--- src/rtl/seg7_multi_ctrl_if.sv ---
// Avalon-MM register-bus bundle between the HPS lightweight bridge (master)
// and the seven-segment controller (slave).
interface seg7_multi_ctrl_if #(
  parameter int ADDR_W = 5
) ();
  logic [ADDR_W-1:0] avs_address;
  logic              avs_write;
  logic [31:0]       avs_writedata;
  logic              avs_read;
  logic [31:0]       avs_readdata;

  modport master (
    output avs_address, avs_write, avs_writedata, avs_read,
    input  avs_readdata
  );

  modport slave (
    input  avs_address, avs_write, avs_writedata, avs_read,
    output avs_readdata
  );
endinterface

--- src/rtl/seg7_multi_ctrl.sv ---
// Multi-digit seven-segment controller: per-digit hex/raw glyphs, blink mask
// with programmable period, global PWM brightness, registered conduit output.
module seg7_multi_ctrl #(
  parameter int NUM_DIGITS     = 6,
  parameter int ADDR_W         = 5,
  parameter bit SEG_ACTIVE_LOW = 1'b1,
  parameter int BLINK_DIV      = 25000000
) (
  input  logic                    clk_clk,
  input  logic                    reset_reset_n,
  seg7_multi_ctrl_if.slave        avs,
  output logic [8*NUM_DIGITS-1:0] seg_export
);

  localparam int         BLINK_W  = $clog2(BLINK_DIV);
  localparam logic [7:0] OFF_BYTE = SEG_ACTIVE_LOW ? 8'hFF : 8'h00;

  logic                    enable_reg;
  logic [3:0]              bright_reg;
  logic [NUM_DIGITS-1:0]   mask_reg;
  logic [8:0]              digit_reg [NUM_DIGITS];
  logic [BLINK_W-1:0]      blink_cnt_reg;
  logic                    phase_reg;
  logic [3:0]              pwm_cnt_reg;
  logic [31:0]             readdata_reg;
  logic [31:0]             readdata_next;
  logic [8*NUM_DIGITS-1:0] seg_reg;
  logic [8*NUM_DIGITS-1:0] seg_next;
  logic                    ctrl_wr;
  logic                    blink_wr;
  logic                    pwm_on;
  logic                    unused_wdata;

  function automatic logic [6:0] hex7(input logic [3:0] v);
    case (v)
      4'h0: hex7 = 7'h3F;  4'h1: hex7 = 7'h06;  4'h2: hex7 = 7'h5B;  4'h3: hex7 = 7'h4F;
      4'h4: hex7 = 7'h66;  4'h5: hex7 = 7'h6D;  4'h6: hex7 = 7'h7D;  4'h7: hex7 = 7'h07;
      4'h8: hex7 = 7'h7F;  4'h9: hex7 = 7'h6F;  4'hA: hex7 = 7'h77;  4'hB: hex7 = 7'h7C;
      4'hC: hex7 = 7'h39;  4'hD: hex7 = 7'h5E;  4'hE: hex7 = 7'h79;  default: hex7 = 7'h71;
    endcase
  endfunction

  assign ctrl_wr      = avs.avs_write && (avs.avs_address == ADDR_W'(0));
  assign blink_wr     = avs.avs_write && (avs.avs_address == ADDR_W'(1));
  // Only the low bits of writedata land in registers; the rest are discarded.
  assign unused_wdata = ^avs.avs_writedata;

  always_ff @(posedge clk_clk or negedge reset_reset_n) begin
    if (!reset_reset_n) begin
      enable_reg <= 1'b1;
      bright_reg <= 4'hF;
      mask_reg   <= '0;
      for (int i = 0; i < NUM_DIGITS; i++) digit_reg[i] <= '0;
    end else begin
      if (ctrl_wr) begin
        enable_reg <= avs.avs_writedata[0];
        bright_reg <= avs.avs_writedata[7:4];
      end
      if (blink_wr) mask_reg <= avs.avs_writedata[NUM_DIGITS-1:0];
      for (int i = 0; i < NUM_DIGITS; i++) begin
        if (avs.avs_write && avs.avs_address == ADDR_W'(i + 2))
          digit_reg[i] <= avs.avs_writedata[8:0];
      end
    end
  end

  // Rewriting BLINK realigns the blink phase so software sees a clean start.
  always_ff @(posedge clk_clk or negedge reset_reset_n) begin
    if (!reset_reset_n) begin
      blink_cnt_reg <= '0;
      phase_reg     <= 1'b0;
      pwm_cnt_reg   <= '0;
    end else begin
      pwm_cnt_reg <= pwm_cnt_reg + 4'd1;
      if (blink_wr) begin
        blink_cnt_reg <= '0;
        phase_reg     <= 1'b0;
      end else if (blink_cnt_reg == BLINK_W'(BLINK_DIV - 1)) begin
        blink_cnt_reg <= '0;
        phase_reg     <= ~phase_reg;
      end else begin
        blink_cnt_reg <= blink_cnt_reg + BLINK_W'(1);
      end
    end
  end

  always_comb begin
    readdata_next = '0;
    if (avs.avs_address == ADDR_W'(0)) begin
      readdata_next[0]   = enable_reg;
      readdata_next[7:4] = bright_reg;
    end else if (avs.avs_address == ADDR_W'(1)) begin
      readdata_next[NUM_DIGITS-1:0] = mask_reg;
    end else begin
      for (int i = 0; i < NUM_DIGITS; i++) begin
        if (avs.avs_address == ADDR_W'(i + 2)) readdata_next[8:0] = digit_reg[i];
      end
    end
  end

  always_ff @(posedge clk_clk or negedge reset_reset_n) begin
    if (!reset_reset_n) readdata_reg <= '0;
    else if (avs.avs_read) readdata_reg <= readdata_next;
  end

  assign avs.avs_readdata = readdata_reg;
  assign pwm_on           = (pwm_cnt_reg <= bright_reg);

  for (genvar gi = 0; gi < NUM_DIGITS; gi++) begin : g_digit
    logic [6:0] pattern;
    logic [7:0] glyph;
    logic       lit;

    assign pattern = digit_reg[gi][8] ? digit_reg[gi][6:0] : hex7(digit_reg[gi][3:0]);
    assign glyph   = {digit_reg[gi][7], pattern};
    assign lit     = enable_reg && pwm_on && !(mask_reg[gi] && phase_reg);
    assign seg_next[8*gi +: 8] = (lit ? glyph : 8'h00) ^ OFF_BYTE;
  end

  always_ff @(posedge clk_clk or negedge reset_reset_n) begin
    if (!reset_reset_n) seg_reg <= {NUM_DIGITS{OFF_BYTE}};
    else                seg_reg <= seg_next;
  end

  assign seg_export = seg_reg;

endmodule

--- src/flat_wrapper.sv ---
// flat-port wrapper written by rule: the top's interface ports become plain ports
module seg7_multi_ctrl_flat 
#(
  parameter int NUM_DIGITS     = 6,
  parameter int ADDR_W         = 5,
  parameter bit SEG_ACTIVE_LOW = 1'b1,
  parameter int BLINK_DIV      = 25000000
)
  (clk_clk, reset_reset_n, seg_export, avs_avs_address, avs_avs_write, avs_avs_writedata, avs_avs_read, avs_avs_readdata);
  seg7_multi_ctrl_if #(.ADDR_W(ADDR_W)) avs_i ();
  input  logic clk_clk;
  input  logic reset_reset_n;
  output logic [8*NUM_DIGITS-1:0] seg_export;
  input wire logic [$bits(avs_i.avs_address)-1:0] avs_avs_address;
  input wire logic [$bits(avs_i.avs_write)-1:0] avs_avs_write;
  input wire logic [$bits(avs_i.avs_writedata)-1:0] avs_avs_writedata;
  input wire logic [$bits(avs_i.avs_read)-1:0] avs_avs_read;
  output wire logic [$bits(avs_i.avs_readdata)-1:0] avs_avs_readdata;
  assign avs_i.avs_address = avs_avs_address;
  assign avs_i.avs_write = avs_avs_write;
  assign avs_i.avs_writedata = avs_avs_writedata;
  assign avs_i.avs_read = avs_avs_read;
  assign avs_avs_readdata = avs_i.avs_readdata;
  seg7_multi_ctrl #(.NUM_DIGITS(NUM_DIGITS), .ADDR_W(ADDR_W), .SEG_ACTIVE_LOW(SEG_ACTIVE_LOW), .BLINK_DIV(BLINK_DIV)) u_core (.clk_clk(clk_clk), .reset_reset_n(reset_reset_n), .avs(avs_i), .seg_export(seg_export));
endmodule
--- config.mk ---
export PLATFORM = sky130hd
export DESIGN_NAME = seg7_multi_ctrl_flat
export DESIGN_NICKNAME = d
export VERILOG_FILES = /design/src/rtl/seg7_multi_ctrl_if.sv /design/src/rtl/seg7_multi_ctrl.sv /design/src/flat_wrapper.sv
export SDC_FILE = /design/constraint.sdc
export NUM_CORES = 1
export LEC_CHECK = 0
export BUFFER_PORTS_ARGS = -buffer_cell sky130_fd_sc_hd__buf_2
export CORE_ASPECT_RATIO = 1.75
export CORE_UTILIZATION = 25
export CTS_CLUSTER_DIAMETER = 30
export CTS_CLUSTER_SIZE = 16
export DETAILED_ROUTE_END_ITERATION = 6
export GPL_TIMING_DRIVEN = 0
export PLACE_DENSITY = 0.4
export SYNTH_ARGS = -nofsm -noshare
export SYNTH_HDL_FRONTEND = slang
export SYNTH_SLANG_ARGS = --single-unit
--- constraint.sdc ---
create_clock -name clk_clk -period 3.6 [get_ports clk_clk]
set_input_delay 0 -clock clk_clk [delete_from_list [all_inputs] [get_ports clk_clk]]
set_output_delay 0 -clock clk_clk [all_outputs]
set_load 0.01 [all_outputs]
==> Implementation_results.wiki, run 1 <==
{| class="wikitable"
! Metric !! Value
|-
| Status || finished, violations left
|-
| Violated checks || hold timing
|-
| Longest Clk Path Bufs || 2
|-
| Drt first pass iters || 5
|-
| Antenna violations before repair || 1
|-
| Sequential Power Share || about 40%
|-
| Total clock buffers created by CTS || 17
|-
| Crit path arrival time || between 2 and 3 ns
|-
| Die area || approximately 0.034 mm^2
|-
| Startpoint of the most critical register-to-register path || u_core.bright_reg[1]$_DFFE_PN1P_
|-
| Hold path startpoint || avs_avs_writedata[2]
|-
| Total Power || roughly 6 mW
|-
| Later-pin clock latency in the skew report || about 0.45 ns
|-
| WL met3 || about 660 um
|-
| Number of flip-flops under the largest register name || 54
|-
| Slew of the pin with the lowest slew margin || just over 0.6 ns
|-
| Commonest non-fill, non-tap cell in the layout || sky130_fd_sc_hd__dfrtp_1
|-
| Startpoint type of the worst setup path || flip-flop
|-
| Fill cells || about 3500
|-
| Count of flip-flops with a built-in enable after synthesis || 0
|-
| Pwr per Cell Area || approximately 610 mW/mm^2
|-
| Setup Total Neg Slack || 0 ns
|-
| Switching Power || 2.034 mW
|-
| Type of element capturing the critical path || flip-flop
|-
| Post-detailed-placement half-perimeter wirelength || around 18000 um
|-
| Ports placed on the boundary || between 100 and 150
|-
| GRT Total Usage || 15.03%
|-
| Total standard cell area after synthesis || around 0.0084 mm^2
|-
| Worst hold slack || -0.003819 ns
|-
| Placement-stage cell area || about 0.0094 mm^2
|-
| Primary flip-flop cell chosen by synthesis mapping || sky130_fd_sc_hd__dfrtp_1
|-
| Min Tclk post-route || roughly 2.3 ns
|-
| Post-synth top area cell || sky130_fd_sc_hd__dfrtp_1
|-
| Distinct cell type count of the synthesized netlist || 54
|-
| Total wire length after detailed routing || ~24000 um
|-
| Share of total power in combinational logic || between 20% and 30%
|-
| Count of non-filler cells in the finished layout || between 1000 and 1500
|-
| Yosys Warn Count || 0
|-
| Setup violations, final || 0
|-
| Core utilization of the finished layout || around 31%
|-
| Power share of the clock group || between 30% and 40%
|-
| Setup repair after global routing missed its margin || false
|-
| Count of final max-slew check failures || 0
|-
| Commonest cells after routing, fill and taps aside || sky130_fd_sc_hd__dfrtp_1, sky130_fd_sc_hd__buf_2, sky130_fd_sc_hd__nand2_1
|-
| Standard-cell row count || 88
|-
| Total number of vias || approximately 6300
|-
| Num Clock Sinks || around 150
|-
| Detailed route wirelength on metal2 || roughly 14000 um
|-
| Internal power of the cells || between 4 and 5 mW
|-
| Worst R2R Path Depth || 7
|-
| CTS tree || yes
|-
| Number of instances in the synthesized netlist || ~800
|-
| Y dimension of the die || 244.4 um
|-
| Final Cycle Share || between 60% and 70%
|-
| Fraction of post-synthesis cell area in the top cell type by area || 29.52%
|-
| Global placer's final weighted congestion || approximately 0.86
|-
| Endpoint with the worst hold slack || u_core.digit_reg[47]$_DFFE_PN0P_
|-
| Total leakage power || 4.324 nW
|-
| Required time of the worst setup path || between 3 and 4 ns
|-
| Ratio of routed vias to standard cells || around 4.7
|-
| Pin count of the biggest net entering global routing || 84
|-
| Placeable core region || between 0.03 and 0.04 mm^2
|-
| Max-capacitance violation count || 0
|-
| Initial cell density of the core || between 20 and 30%
|-
| Placed cell count || 1318
|-
| Routed metal-1 wirelength || 9614 um
|-
| Critical Path Fanout Max || 8
|-
| Peak clock frequency supported by timing || 430.6 MHz
|-
| Mapped Avg Cell Area || between 10 and 15 um^2
|-
| Die Wd || about 140 um
|-
| Async SR Flop Fraction || 100.0%
|-
| Worst clock skew || roughly 0.012 ns
|-
| Clock tree root buffer cell || sky130_fd_sc_hd__clkbuf_16
|-
| Worst Setup Slack, final || 1.278 ns
|-
| Sequential cell area fraction in the yosys report || 46.12%
|-
| Count of antenna-violating nets left after detailed routing || 0
|-
| Type of the most critical hold path || in2reg
|-
| Highest metal used || met4
|-
| Biggest area contributors in the synthesized netlist || sky130_fd_sc_hd__dfrtp_1, sky130_fd_sc_hd__dfstp_2, sky130_fd_sc_hd__mux2_2
|-
| Maximum resistive drop on vdd || approximately 0.35 mV
|-
| Proportion of layout cells with a drive suffix above 1 || between 30% and 40%
|-
| Net count of the finished layout || 1015
|-
| Syn-to-layout area delta || 20.65%
|-
| Final number of hold-violating endpoints || 2
|-
| Post-route design area || 0.01012 mm^2
|-
| End of the worst register-to-register path || u_core.seg_export[19]$_DFF_PN1_
|-
| Total number of H-tree levels || 4
|-
| DRC violation total after the first TritonRoute iteration || approximately 240
|-
| Min-Delay Path Depth || 2
|-
| Flip-flop and latch count after synthesis || between 150 and 200
|-
| Start-to-end type of the worst setup path || reg2reg
|-
| Placement Setup Slack || ~1.2 ns
|-
| Number of global-route vias before repair || between 6000 and 7000
|-
| Flop-to-flop setup slack || ~1.3 ns
|-
| Wire length of the first global-routing pass || roughly 38000 um
|-
| Average wire length per cell after detail routing || about 18 um
|-
| Clock-pin slew of the registers on the worst-case setup and hold paths || around 0.070 ns
|-
| Number of port buffers || slightly above 70
|-
| Switching Fraction || 33.21%
|-
| Aggregate global routing overflow || 0
|-
| DRC violations left || 0
|-
| Slew HR || 58.54%
|}
[critical path, stage by stage (launching register included)]
cell and delay [ns]:
sky130_fd_sc_hd__dfstp_2 0.52, sky130_fd_sc_hd__inv_1 0.05, sky130_fd_sc_hd__ha_1 0.29, sky130_fd_sc_hd__nor2b_1 0.13
sky130_fd_sc_hd__o21ai_0 0.32, sky130_fd_sc_hd__a21oi_4 0.20, sky130_fd_sc_hd__a211oi_4 0.47, sky130_fd_sc_hd__o311ai_1 0.21
[cells by family after synthesis]
| family | count (synthesis) | share of synthesized area, % |
|---|---|---|
| other cells | 1 | 0.04469 |
| compound gates | 181 | 14.36 |
| mux | 90 | 12.08 |
| fa+ha+maj | 36 | 5.368 |
| flops | 152 | 46.12 |
| xor+xnor | 26 | 2.714 |
| buf+inv | 108 | 6.381 |
| simple gates | 224 | 12.94 |
[metal layers]
metal | vias to the layer above | global-route usage (%)
li1 | 3058 | -
met1 | 3127 | 16.11
met2 | 122 | 28.12
met3 | 35 | 2.448
met4 | 0 | 7.577
met5 | - | 0
[how the worst max path moves through the flow]
stage	cells past startpoint	to	start	slack (ns)
global placement	1	u_core.digit_reg[30]$_DFFE_PN0P_	reset_reset_n	-0.06
global route	7	u_core.seg_export[19]$_DFF_PN1_	u_core.bright_reg[2]$_DFFE_PN1P_	1.10
detailed placement	7	u_core.seg_export[35]$_DFF_PN1_	u_core.bright_reg[2]$_DFFE_PN1P_	1.23
finish	7	u_core.seg_export[19]$_DFF_PN1_	u_core.bright_reg[1]$_DFFE_PN1P_	1.28
floorplan	7	u_core.seg_export[35]$_DFF_PN1_	u_core.bright_reg[1]$_DFFE_PN1P_	1.64
CTS	7	u_core.seg_export[19]$_DFF_PN1_	u_core.bright_reg[2]$_DFFE_PN1P_	1.21
[area by class of cell]
type                            instances  area, um^2  share of cell area, %
Antenna cell                            1       2.502                0.02472
Clock buffer                           19       442.9                  4.375
Sequential cell                       152        3870                  38.22
Timing Repair Buffer                   79       457.9                  4.523
Buffer                                 66       377.9                  3.732
Tap cell                              405       506.7                  5.005
Clock inverter                         13       240.2                  2.373
Multi-Input combinational cell        580        4069                  40.19
Inverter                               42       157.7                  1.557
[power groups by stage]
stage          Sequential [mW]  Clock [mW]  Combinational [mW]
2_1_floorplan             2.42           0                1.06
3_3_place_gp              2.48           0                1.58
3_5_place_dp              2.49           0                1.58
4_1_cts                   2.46        2.17                1.60
5_1_grt                   2.49        2.24                1.78
6_report                  2.44        2.10                1.58
[cells in the mapped netlist (all sizes together), types with 2 or more instances]
cell type  instances
a211o              3
a211oi            21
a21o               3
a21oi             45
a221oi             3
a22o               2
a311oi             6
and2               4
and3               6
and4               3
buf               44
clkbuf            22
dfrtp             99
dfstp             53
ha                36
inv               42
mux2              70
mux2i             18
mux4               2
nand2             86
nand2b             3
nand3             29
nand3b             2
nand4              5
nor2              60
nor2b             15
nor3               3
nor4               4
o211ai             7
o21ai             65
o22ai              7
o311ai             5
o31ai              5
o32ai              7
or4                3
xnor2              7
xor2              19
[what timing repair did]
action / 4_1_cts / 5_1_grt
setup buffers: 0 / 0
setup endpoints to repair: 0 / 0
gates resized for setup: 0 / 0
hold buffers: 6 / 0
endpoints found under the hold margin: 88 / 0
Power figures use the tool's default switching activity.
==> run 2: changes to the inputs <==
Settings changed: PLACE_DENSITY 0.4 to 0.42.
Clock period 3.6 ns to 2.1 ns, I/O delays scaled along.
==> run 2 against run 1 <==
Compared with the run above: wire length about the same; register-to-register slack got worse by 1.2 ns; via count increased by 1.1%; the flow now finishes without violations.
==> Implementation_results.wiki, run 2 (synthesis gave the netlist of run 1 again) <==
{| class="wikitable"
! Metric !! Value
|-
| Status || finished, final reports clean
|-
| Min Tclk post-route || 2.022 ns
|-
| Clock-pin slew of the registers on the worst-case setup and hold paths || 0.07 ns
|-
| Maximum resistive drop on vdd || between 0.5 and 0.6 mV
|-
| Switching Power || roughly 3.6 mW
|-
| Average wire length per cell after detail routing || 17.89 um
|-
| Final Cycle Share || between 90% and 100%
|-
| Number of flip-flops under the largest register name || 54
|-
| Number of port buffers || between 70 and 80
|-
| Pwr per Cell Area || between 900 and 1000 mW/mm^2
|-
| Total wire length after detailed routing || roughly 24000 um
|-
| Antenna violations before repair || 1
|-
| Critical Path Slowest Stage Cell || sky130_fd_sc_hd__dfstp_2
|-
| Number of buffer and inverter instances along the worst setup path || 3
|-
| Slew of the pin with the lowest slew margin || between 0.6 and 0.7 ns
|-
| Post-detailed-placement half-perimeter wirelength || between 15000 and 20000 um
|-
| Top cell family by delay on the critical path || flip-flops
|-
| Max-capacitance violation count || 0
|-
| Final number of hold-violating endpoints || 0
|-
| Later-pin clock latency in the skew report || between 0.4 and 0.5 ns
|-
| Commonest cells after routing, fill and taps aside || sky130_fd_sc_hd__dfrtp_1, sky130_fd_sc_hd__buf_2, sky130_fd_sc_hd__nand2_1
|-
| Count of final max-slew check failures || 0
|-
| Ratio of routed vias to standard cells || 4.691
|-
| Start-to-end type of the worst setup path || reg2reg
|-
| Clock tree root buffer cell || sky130_fd_sc_hd__clkbuf_16
|-
| Die area || around 0.034 mm^2
|-
| Ports placed on the boundary || between 100 and 150
|-
| Required time of the worst setup path || around 2.5 ns
|-
| GRT Total Usage || between 10 and 15%
|-
| Crit path arrival time || 2.40 ns
|-
| DRC violations left || 0
|-
| Power share of the clock group || 31.0%
|-
| Total number of vias || around 6400
|-
| Wire length of the first global-routing pass || around 38000 um
|-
| Peak clock frequency supported by timing || 494.6 MHz
|-
| Initial cell density of the core || approximately a quarter
|-
| Placed cell count || 1318
|-
| Drt first pass iters || 5
|-
| Y dimension of the die || between 200 and 250 um
|-
| Number of global-route vias before repair || about 6300
|-
| Standard-cell row count || 88
|-
| Syn-to-layout area delta || 22.23%
|-
| Worst Setup Slack, final || 0.07812 ns
|-
| Critical path, cell by cell || inv_1 -> ha_4 -> nand3_2 -> o21ai_2 -> nand2_2 -> buf_12 -> a211oi_4 -> buf_6 -> nand2_1
|-
| Placeable core region || 0.03303 mm^2
|-
| Total number of H-tree levels || 4
|-
| Proportion of layout cells with a drive suffix above 1 || 31.60%
|-
| Type of the most critical hold path || in2reg
|-
| Total leakage power || between 4 and 5 nW
|-
| Delay of the slowest critical-path stage || ~0.54 ns
|-
| Total Power || 10.24 mW
|-
| Setup violations, final || 0
|-
| Share of total power in combinational logic || 28.1%
|-
| Setup Total Neg Slack || 0 ns
|-
| Longest Clk Path Bufs || 2
|-
| Flop-to-flop setup slack || about 0.078 ns
|-
| Worst hold slack || between 0.02 and 0.03 ns
|-
| Sequential Power Share || just over 40%
|-
| Net count of the finished layout || about 1000
|-
| DRC violation total after the first TritonRoute iteration || a little under 300
|-
| Post-route design area || ~0.010 mm^2
|-
| Placement-stage cell area || around 0.0094 mm^2
|-
| Global placer's final weighted congestion || 0.8631
|-
| Num Clock Sinks || 152
|-
| Commonest non-fill, non-tap cell in the layout || sky130_fd_sc_hd__dfrtp_1
|-
| Critical Path Fanout Max || 6
|-
| Startpoint type of the worst setup path || flip-flop
|-
| Number of inserted diodes || 0
|-
| Die Wd || 140.5 um
|-
| Slew HR || about three fifths
|-
| Fill cells || 3465
|-
| Count of antenna-violating nets left after detailed routing || 0
|-
| Internal power of the cells || about 6.7 mW
|-
| Worst clock skew || roughly 0.014 ns
|-
| Type of element capturing the critical path || flip-flop
|-
| Count of non-filler cells in the finished layout || around 1400
|-
| Total clock buffers created by CTS || 17
|-
| Switching Fraction || 34.81%
|-
| Aggregate global routing overflow || 0
|-
| Placement Setup Slack || -0.2564 ns
|-
| CTS tree || yes
|-
| Pin count of the biggest net entering global routing || 80
|-
| Core utilization of the finished layout || between 30% and 40%
|}
## run 2: final cells by class
cell class	count	area, um^2	area share, %
clock buffer	18	439.2	4.282
sequential	152	3870	37.73
multi-input combinational	580	4109	40.06
tap	405	506.7	4.940
inverter	42	157.7	1.537
buffer	66	377.9	3.684
timing repair buffer	90	636.9	6.209
clock inverter	14	160.2	1.561
## run 2: per-layer routing
metal,track usage [%],part of all wire (%)
met1,15.85,39
met2,27.97,55
met3,2.820,3.2
met4,7.097,2.9
met5,0,0
## run 2: what timing repair did
| action | in CTS | in global routing |
|---|---|---|
| endpoints found under the hold margin | 101 | 0 |
| pin swaps | 8 | 3 |
| setup endpoints to repair | 48 | 48 |
| gates resized for setup | 2 | 7 |
| hold buffers | 8 | 0 |
| setup buffers | 8 | 1 |
## run 2: final timing paths
| path | startpoint | end | depth (start not counted) |
|---|---|---|---|
| worst max-delay path | u_core.bright_reg[2]$_DFFE_PN1P_ | u_core.seg_export[47]$_DFF_PN1_ | 9 |
| worst min-delay path | avs_avs_writedata[7] | u_core.digit_reg[7]$_DFFE_PN0P_ | 2 |
| worst max register to register | u_core.bright_reg[2]$_DFFE_PN1P_ | u_core.seg_export[47]$_DFF_PN1_ | 9 |
| worst min register to register | u_core.digit_reg[25]$_DFFE_PN0P_ | u_core.seg_export[31]$_DFF_PN1_ | 1 |
| max in group asynchronous | reset_reset_n | u_core.seg_export[8]$_DFF_PN1_ | 3 |
| min in group asynchronous | reset_reset_n | u_core.digit_reg[8]$_DFFE_PN0P_ | 2 |
## run 2: power groups by stage
stage,Sequential [mW],Combinational (mW),Clock (mW)
floorplan,4.15,1.81,0
global route,4.27,3.22,3.40
global placement,4.24,2.72,0
finish,4.18,2.88,3.18
detailed placement,4.25,2.73,0
CTS,4.20,2.90,3.29
